--- src/rtl/muldiv_ctrl.sv ---
// muldiv_ctrl - sequencing controller for the shared iterative multiplier /
// divider of the M-extension execute path. Takes one M-type op at a time,
// hands magnitudes to the arithmetic units, fixes up sign and RISC-V
// divide corner cases, and returns a one-cycle writeback pulse.
//
// Build option: define MULDIV_FAST_ZERO_EN to resolve divide-by-zero and
// signed-overflow divides in the controller itself (IDLE -> RESP) without
// ever raising div_req_o. Without it every divide goes through the divider
// and the same override is applied when div_ready_i returns.
module muldiv_ctrl #(
    parameter int XLEN = 32
) (
    input  logic              clk_i,
    input  logic              rst_i,
    input  logic              issue_valid_i,
    output logic              issue_ready_o,
    input  logic [2:0]        issue_funct3_i,
    input  logic [XLEN-1:0]   issue_op1_i,
    input  logic [XLEN-1:0]   issue_op2_i,
    input  logic [4:0]        issue_rd_i,
    input  logic              flush_i,
    output logic              stall_o,
    output logic              mul_req_o,
    output logic [XLEN-1:0]   mul_a_o,
    output logic [XLEN-1:0]   mul_b_o,
    input  logic              mul_ready_i,
    input  logic [2*XLEN-1:0] mul_result_i,
    output logic              div_req_o,
    output logic [XLEN-1:0]   div_a_o,
    output logic [XLEN-1:0]   div_b_o,
    output logic              div_is_q_o,
    input  logic              div_ready_i,
    input  logic [XLEN-1:0]   div_result_i,
    output logic              wb_valid_o,
    output logic [4:0]        wb_rd_o,
    output logic [XLEN-1:0]   wb_data_o
);

    typedef enum logic [2:0] {
        ST_IDLE     = 3'd0,
        ST_MUL_WAIT = 3'd1,
        ST_DIV_WAIT = 3'd2,
        ST_DRAIN    = 3'd3,
        ST_RESP     = 3'd4
    } state_t;

    // Two's complement negate at operand width.
    function automatic logic [XLEN-1:0] neg_x(input logic [XLEN-1:0] v);
        return ~v + XLEN'(1'b1);
    endfunction

    // Two's complement negate at product width.
    function automatic logic [2*XLEN-1:0] neg_w(input logic [2*XLEN-1:0] v);
        return ~v + (2*XLEN)'(1'b1);
    endfunction

    // RISC-V divide corner cases override whatever the divider produced.
    function automatic logic [XLEN-1:0] div_fix(
        input logic [2:0]      f,
        input logic            zero,
        input logic            ovf,
        input logic [XLEN-1:0] op1,
        input logic [XLEN-1:0] res
    );
        logic [XLEN-1:0] r;
        if (zero) begin
            r = f[1] ? op1 : {XLEN{1'b1}};
        end else if (ovf) begin
            r = f[1] ? {XLEN{1'b0}} : {1'b1, {(XLEN-1){1'b0}}};
        end else begin
            r = res;
        end
        return r;
    endfunction

    state_t            state_r;
    logic              ready_r;
    logic              mul_req_r;
    logic              div_req_r;
    logic              div_is_q_r;
    logic [XLEN-1:0]   mul_a_r;
    logic [XLEN-1:0]   mul_b_r;
    logic [XLEN-1:0]   div_a_r;
    logic [XLEN-1:0]   div_b_r;
    logic              wb_valid_r;
    logic [4:0]        wb_rd_r;
    logic [XLEN-1:0]   wb_data_r;
    logic [2:0]        funct3_r;
    logic [4:0]        rd_r;
    logic              op1_neg_r;
    logic              op2_neg_r;
    logic              div_zero_r;
    logic              ovf_r;
    logic [XLEN-1:0]   op1_raw_r;

    logic              accept_s;
    logic              is_div_s;
    logic              op1_signed_s;
    logic              op2_signed_s;
    logic              op1_neg_s;
    logic              op2_neg_s;
    logic [XLEN-1:0]   a_mag_s;
    logic [XLEN-1:0]   b_mag_s;
    logic              div_zero_s;
    logic              ovf_s;
    logic              fast_s;
    logic [2*XLEN-1:0] prod_adj_s;
    logic [XLEN-1:0]   mul_res_s;
    logic [XLEN-1:0]   div_sgn_s;
    logic [XLEN-1:0]   div_res_s;

    // Decode the presented op: signedness, magnitudes and corner-case flags.
    always_comb begin
        op1_signed_s = 1'b0;
        op2_signed_s = 1'b0;
        case (issue_funct3_i)
            3'd1, 3'd4, 3'd6: begin
                op1_signed_s = 1'b1;
                op2_signed_s = 1'b1;
            end
            3'd2: begin
                op1_signed_s = 1'b1;
                op2_signed_s = 1'b0;
            end
            default: begin
                op1_signed_s = 1'b0;
                op2_signed_s = 1'b0;
            end
        endcase
        is_div_s   = issue_funct3_i[2];
        accept_s   = issue_valid_i & ready_r & ~flush_i;
        op1_neg_s  = op1_signed_s & issue_op1_i[XLEN-1];
        op2_neg_s  = op2_signed_s & issue_op2_i[XLEN-1];
        a_mag_s    = op1_neg_s ? neg_x(issue_op1_i) : issue_op1_i;
        b_mag_s    = op2_neg_s ? neg_x(issue_op2_i) : issue_op2_i;
        div_zero_s = (issue_op2_i == {XLEN{1'b0}});
        ovf_s      = op1_signed_s & is_div_s
                   & (issue_op1_i == {1'b1, {(XLEN-1){1'b0}}})
                   & (issue_op2_i == {XLEN{1'b1}});
`ifdef MULDIV_FAST_ZERO_EN
        fast_s     = is_div_s & (div_zero_s | ovf_s);
`else
        fast_s     = 1'b0;
`endif
    end

    // Sign-correct the unit results for the op held in the registers.
    always_comb begin
        prod_adj_s = (op1_neg_r ^ op2_neg_r) ? neg_w(mul_result_i) : mul_result_i;
        if (funct3_r == 3'd0) begin
            mul_res_s = mul_result_i[XLEN-1:0];
        end else begin
            mul_res_s = prod_adj_s[2*XLEN-1:XLEN];
        end
        if (funct3_r[1]) begin
            div_sgn_s = op1_neg_r ? neg_x(div_result_i) : div_result_i;
        end else begin
            div_sgn_s = (op1_neg_r ^ op2_neg_r) ? neg_x(div_result_i) : div_result_i;
        end
        div_res_s = div_fix(funct3_r, div_zero_r, ovf_r, op1_raw_r, div_sgn_s);
    end

    // Control FSM with registered handshakes, operands and writeback.
    always_ff @(posedge clk_i) begin
        if (!rst_i) begin
            state_r    <= ST_IDLE;
            ready_r    <= 1'b0;
            mul_req_r  <= 1'b0;
            div_req_r  <= 1'b0;
            div_is_q_r <= 1'b0;
            mul_a_r    <= {XLEN{1'b0}};
            mul_b_r    <= {XLEN{1'b0}};
            div_a_r    <= {XLEN{1'b0}};
            div_b_r    <= {XLEN{1'b0}};
            wb_valid_r <= 1'b0;
            wb_rd_r    <= 5'd0;
            wb_data_r  <= {XLEN{1'b0}};
            funct3_r   <= 3'd0;
            rd_r       <= 5'd0;
            op1_neg_r  <= 1'b0;
            op2_neg_r  <= 1'b0;
            div_zero_r <= 1'b0;
            ovf_r      <= 1'b0;
            op1_raw_r  <= {XLEN{1'b0}};
        end else begin
            wb_valid_r <= 1'b0;
            case (state_r)
                ST_IDLE: begin
                    ready_r <= 1'b1;
                    if (accept_s) begin
                        ready_r    <= 1'b0;
                        funct3_r   <= issue_funct3_i;
                        rd_r       <= issue_rd_i;
                        op1_neg_r  <= op1_neg_s;
                        op2_neg_r  <= op2_neg_s;
                        div_zero_r <= div_zero_s;
                        ovf_r      <= ovf_s;
                        op1_raw_r  <= issue_op1_i;
                        if (fast_s) begin
                            state_r    <= ST_RESP;
                            wb_valid_r <= 1'b1;
                            wb_rd_r    <= issue_rd_i;
                            wb_data_r  <= div_fix(issue_funct3_i, div_zero_s, ovf_s,
                                                  issue_op1_i, {XLEN{1'b0}});
                        end else if (is_div_s) begin
                            state_r    <= ST_DIV_WAIT;
                            div_req_r  <= 1'b1;
                            div_a_r    <= a_mag_s;
                            div_b_r    <= b_mag_s;
                            div_is_q_r <= ~issue_funct3_i[1];
                        end else begin
                            state_r   <= ST_MUL_WAIT;
                            mul_req_r <= 1'b1;
                            mul_a_r   <= a_mag_s;
                            mul_b_r   <= b_mag_s;
                        end
                    end
                end
                ST_MUL_WAIT: begin
                    if (mul_ready_i) begin
                        mul_req_r <= 1'b0;
                        if (flush_i) begin
                            state_r <= ST_IDLE;
                            ready_r <= 1'b1;
                        end else begin
                            state_r    <= ST_RESP;
                            wb_valid_r <= 1'b1;
                            wb_rd_r    <= rd_r;
                            wb_data_r  <= mul_res_s;
                        end
                    end else if (flush_i) begin
                        state_r <= ST_DRAIN;
                    end
                end
                ST_DIV_WAIT: begin
                    if (div_ready_i) begin
                        div_req_r <= 1'b0;
                        if (flush_i) begin
                            state_r <= ST_IDLE;
                            ready_r <= 1'b1;
                        end else begin
                            state_r    <= ST_RESP;
                            wb_valid_r <= 1'b1;
                            wb_rd_r    <= rd_r;
                            wb_data_r  <= div_res_s;
                        end
                    end else if (flush_i) begin
                        state_r <= ST_DRAIN;
                    end
                end
                ST_DRAIN: begin
                    // The unit still owns the request; wait for it, then drop the result.
                    if ((mul_req_r & mul_ready_i) | (div_req_r & div_ready_i)) begin
                        mul_req_r <= 1'b0;
                        div_req_r <= 1'b0;
                        state_r   <= ST_IDLE;
                        ready_r   <= 1'b1;
                    end
                end
                ST_RESP: begin
                    state_r <= ST_IDLE;
                    ready_r <= 1'b1;
                end
                default: begin
                    state_r   <= ST_IDLE;
                    ready_r   <= 1'b0;
                    mul_req_r <= 1'b0;
                    div_req_r <= 1'b0;
                end
            endcase
        end
    end

    // Stall depends on this cycle's flush/valid, so it is formed from state here.
    always_comb begin
        stall_o = rst_i & ~flush_i &
                  (((state_r == ST_IDLE)  & issue_valid_i) |
                   (state_r == ST_MUL_WAIT) |
                   (state_r == ST_DIV_WAIT) |
                   ((state_r == ST_DRAIN) & issue_valid_i));
    end

    assign issue_ready_o = ready_r;
    assign mul_req_o     = mul_req_r;
    assign mul_a_o       = mul_a_r;
    assign mul_b_o       = mul_b_r;
    assign div_req_o     = div_req_r;
    assign div_a_o       = div_a_r;
    assign div_b_o       = div_b_r;
    assign div_is_q_o    = div_is_q_r;
    assign wb_valid_o    = wb_valid_r & ~flush_i;
    assign wb_rd_o       = wb_rd_r;
    assign wb_data_o     = wb_data_r;

endmodule
--- config.mk ---
export PLATFORM = sky130hd
export DESIGN_NAME = muldiv_ctrl
export DESIGN_NICKNAME = d
export VERILOG_FILES = /design/src/rtl/muldiv_ctrl.sv
export SDC_FILE = /design/constraint.sdc
export NUM_CORES = 1
export LEC_CHECK = 0
export BUFFER_PORTS_ARGS = -buffer_cell sky130_fd_sc_hd__buf_2
export CAP_MARGIN = 10
export CORE_ASPECT_RATIO = 0.9
export CORE_UTILIZATION = 48
export DETAILED_ROUTE_END_ITERATION = 10
export HOLD_SLACK_MARGIN = 0.1
export PLACE_DENSITY_LB_ADDON = 0.08
export SYNTH_ARGS = -nofsm -noshare
export SYNTH_HDL_FRONTEND = slang
export SYNTH_SLANG_ARGS = --single-unit
--- constraint.sdc ---
create_clock -name clk_i -period 3.3 [get_ports clk_i]
set_clock_uncertainty 0.05 [all_clocks]
set_input_delay 0.66 -clock clk_i [delete_from_list [all_inputs] [get_ports clk_i]]
set_output_delay 0.66 -clock clk_i [all_outputs]
set_load 0.1 [all_outputs]
== After elaboration in Yosys (flattened, before gate mapping) ==
Cells that the tools add are included.
Storage, ports and cells
  output and inout port bits: 171
  register bits: 217
  word-level logic and storage cells: 135
  input port bits: 174
Operators by class
  equality and inequality tests: 18
  reductions and logical operators: 17
  multiplexer cells: 49
  bitwise gates (word level): 28
  add/subtract/negate cells: 4
Operators with widths (number)
  two-way mux 32 bit: 14
  adder 32 x 1 -> 32 bit (second input constant): 3
  NOT 32 bit: 3
  adder 64 x 1 -> 64 bit (second input constant): 1
  == test 32 bit (second input constant): 2
  two-way mux 64 bit: 1
  NOT 64 bit: 1
  case mux 32 bit (2 select lines): 1
  zero test 32 bit: 1
  two-way mux 3 bit: 6
  two-way mux 1 bit: 17
  inequality test 2 bit (second input constant): 8
  two-way mux 5 bit: 3
  AND reduction 5 bit: 3
  AND 1 bit: 14
  case mux 3 bit (4 select lines): 1
  AND reduction 3 bit: 4
  case mux 5 bit (2 select lines): 1
  == test 3 x 2 -> 1 bit (second input constant): 3
  == test 3 bit (second input constant): 3
  case mux 1 bit (4 select lines): 2
  == test 3 x 1 -> 1 bit (second input constant): 2
  zero test 3 bit: 2
  NOT 1 bit: 5
  other kinds (10): 15

== Longest topological paths before layout ==
  word-level depth: 9
  gate-level depth with buffers: 10
  depth with buffers taken out: 8

== Least setup slack after synthesis ==
Ideal clock, no wire load.
  path type: reg2reg
  start point: register ready_r, in the netlist issue_ready_o
  end point: register div_b_r[10], in the netlist div_b_o[10]
  buffers on the path: 3
  library setup time: 0.137 ns
  stages on the path, launching flop included: 8
  setup slack: 0.333 ns
  clock period less this slack: 2.967 ns
  required time: 3.113 ns
  arrival time: 2.780 ns
  path through: dfxtp_1 nand2_1 nor4_1 and2_1 clkbuf_1 buf_2 buf_1 a211oi_1
On the way
  cells in the longest elaborated chain, start to end: 3
Ends and longest elaborated chain
  from (decl): RTL line 77  | logic ready_r;
  from (signal assigned): RTL line 167  | ready_r <= 1'b0;
  from (signal assigned): RTL line 189  | ready_r <= 1'b1;
  from (signal assigned): RTL line 191  | ready_r <= 1'b0;
  AND 1 bit (2 in series): RTL line 131  | accept_s = issue_valid_i & ready_r & ~flush_i;
  AND reduction 3 bit (no line)
  to (signal assigned): RTL line 174  | div_b_r <= {XLEN{1'b0}};
  to (signal assigned): RTL line 209  | div_b_r <= b_mag_s;
  to (decl): RTL line 84  | logic [XLEN-1:0] div_b_r;
No other way between the ends.
A chain may end at the register's enable or synchronous reset.

== Worst setup path after layout ==
  start point: register state_r[1]
  end point: output port stall_o
On the way
  cells in the longest elaborated chain, start to end: 6
  elaborated cells on any way between the ends: 10
  those cells by class: 3 x eq/ne; 6 x bitwise; 1 x reduce/logical
Ends and longest elaborated chain
  from (decl): RTL line 76  | state_t state_r;
  from (signal assigned): RTL line 166  | state_r <= ST_IDLE;
  from (signal assigned): RTL line 200  | state_r <= ST_RESP;
  from (signal assigned): RTL line 206  | state_r <= ST_DIV_WAIT;
  zero test 3 bit: RTL line 277  | (((state_r == ST_IDLE) & issue_valid_i) |
  AND 1 bit: RTL line 277
  OR 1 bit: RTL line 277
  OR 1 bit: RTL line 278  | (state_r == ST_MUL_WAIT) |
  OR 1 bit (*): RTL line 279  | (state_r == ST_DIV_WAIT) |
  AND 1 bit (*): RTL line 276  | stall_o = rst_i & ~flush_i &
  to (decl): RTL line 22  | output logic stall_o,
Every way passes the cells marked *; elsewhere a longest branch is shown, timed or not.

==> metrics <==
status finished clean; commonest cells after routing, fill and taps aside buf_2, nand2_1, dfxtp_1, o21ai_0, nor2_1; leading cell type in the layout, fill and taps excluded buf_2; initial antenna violation count 8; Fin Hold WS between 300 and 400 ps; Pins Over Slew Limit 0; Worst VDD drop 0.000379 V; final core occ 61.7%; CP startpoint kind register; clk_lat worst skew 530 ps; share of the synthesized area in the top cell type 38.2%; layout cells sized above 1 about a quarter; max cap viols 0; Clock Tree Buf Depth 3; die width approximately 160 um; Post-synth top flop dfxtp_1; clk slew on worst S/H paths approximately 60 ps; Data arrival, critical path 2080 ps; post_cts resized 0; P&R area growth vs syn 26.3%; core area 23300 sq um; flops & latches, synth 217; Worst slew margin about a fifth; Root Driver clkbuf_16; top post-synthesis cells by area dfxtp_1, o21ai_0, nand2_1; Post-synth EDFFs 0; # fillers 2179; vias in the first global route 11100; met2 WL 17.5 mm; RSZ-0062 raised after global routing false; Worst-Margin Slew 1190 ps; Post-CTS Hold Fix Bufs 0; YS warnings 0; overflow left after global routing 0; Post-synth ARST share 0%; routed wire length 41.1 mm; IO buf count 344; Mapped Cells 1483; part of the cycle the worst path needs a little over four fifths; Final GP Congestion a little under 1; total iterations of the first detailed-routing run 6; nets ~2000; Post-CTS Setup Repair Bufs 0; fmax roughly 0.36 GHz; worst reg2reg path depth 7; Lkg Pwr 5.87 nW; Distinct cells, synth 75; top sig layer met5; Hold Vio Cnt, Final 0; crit end category output port; CTS HTree Levels 1; syn_area_per_cell 7.66 sq um; vias per inst 5.81; DR WL/cell 19.3 um; residual DRC count 0; met3 WL 3.89 mm; pwr/cell area 487 nW/um^2; Starting Density 48.8%; Num CTS Buffers 24; first-pass GRT wire length 62.8 mm; Hold Path Cell Cnt 2; antenna viol nets, final 0; minimum clock period 2790 ps; Yosys top cell by area dfxtp_1; via count 12300; Seq/Total Area, Yosys 38.2%; Tot Pwr 6.98 mW; setup_tns 0 ps; Die Y 148 um; largest net degree at the start of global routing between 100 and 150; DRT met1 WL ~19 mm; die area 24300 sq um; Final setup viols 0; Post-Syn Area 11400 sq um; Total GRT Usage roughly a third; HPWL after DPL a little over 30 mm; kind of critical path reg -> out; Site Rows 53; Iteration-0 DRC Markers 1073; TritonCTS clock tree done; Critical Path Fanout Max 16; Critical Path RT 2590 ps; I/O Pins 345; syn_nets roughly 1700; TritonCTS sink count 217; Hold WC Path Type in -> reg; Place WS roughly 100 ps; final worst slack 506 ps
[synth_stat cells (5+ instances only)]
master    instances
nand2b_1         13
nand2_1         228
nor4_1           23
a21oi_1         124
nand4_1          13
a22oi_1           5
o211ai_1         11
nor2_1          138
o31ai_1          19
o21ai_0         176
o41ai_1           7
dfxtp_1         217
or2_2             7
nand3_1          20
nor3_1           34
o221ai_1          8
clkbuf_1         97
a32o_1            8
a31oi_1          25
o22ai_1          14
mux2i_1          15
xnor2_1          44
or4_1             9
a221o_1           5
inv_1            18
or3_1            19
xor2_1           48
a211oi_1         48
[worst paths after layout]
kind,start,slack (ps),endpoint
max,state_r[1]$_SDFFE_PN0P_,510,stall_o
min,issue_funct3_i[1],310,div_is_q_o$_SDFFE_PN0P_
max reg2reg,funct3_r[1]$_SDFFE_PN0P_,520,wb_data_o[6]$_SDFFE_PN0P_
min reg2reg,wb_data_o[5]$_SDFFE_PN0P_,380,wb_data_o[5]$_SDFFE_PN0P_
[cell families after synthesis]
family	synth area share (%)
simple gates	21.9
compound gates	26.5
flops	38.2
buf+inv	4.16
xor+xnor	7.09
mux	1.62
fa+ha+maj	0.440
[routing by layer]
layer	GRT usage (%)	vias to the layer above
li1	-	5970
met1	47.1	5713
met2	48.6	578
met3	7.49	74
met4	8.52	4
met5	0	-
[per-stage QoR]
stage          cell area (sq um)  std cells
3_3_place_gp               13500       2076
2_1_floorplan              11400       1483
6_report                   14400       2125
4_1_cts                    14300       2119
3_5_place_dp               13500       2076
5_1_grt                    14300       2124
[where the power goes]
group / switching (mW) / total (mW) / internal (mW)
clock: 1.12 / 2.78 / 1.66
sequential: 0.0491 / 2.75 / 2.70
combinational: 1.08 / 1.45 / 0.367
total: 2.26 / 6.98 / 4.73
[layout make-up]
cell class | instances | area [sq um] | area share [%]
Tap cell | 302 | 378 | 2.63
Inverter | 19 | 72.6 | 0.506
Clock inverter | 10 | 158 | 1.10
Timing Repair Buffer | 395 | 2140 | 14.9
Sequential cell | 217 | 4340 | 30.3
Antenna cell | 6 | 15.0 | 0.105
Clock buffer | 33 | 664 | 4.63
Multi-Input combinational cell | 1143 | 6580 | 45.8
[worst max-delay path, cell delays in order, from the launching register on]
cell and delay [ps]:
dfxtp_1 620, nor2b_1 310, o311a_1 190, buf_2 430
[flip-flops by register name (all words and copies together), names as in the netlist, 3 cells and up]
signal and cells:
rd_r 5, mul_b_o 32, op1_raw_r 32, wb_data_o 32, div_b_o 32, mul_a_o 32, wb_rd_o 5, funct3_r 3
div_a_o 32, state_r 3
No activity file was read; power rests on OpenSTA's default activity.
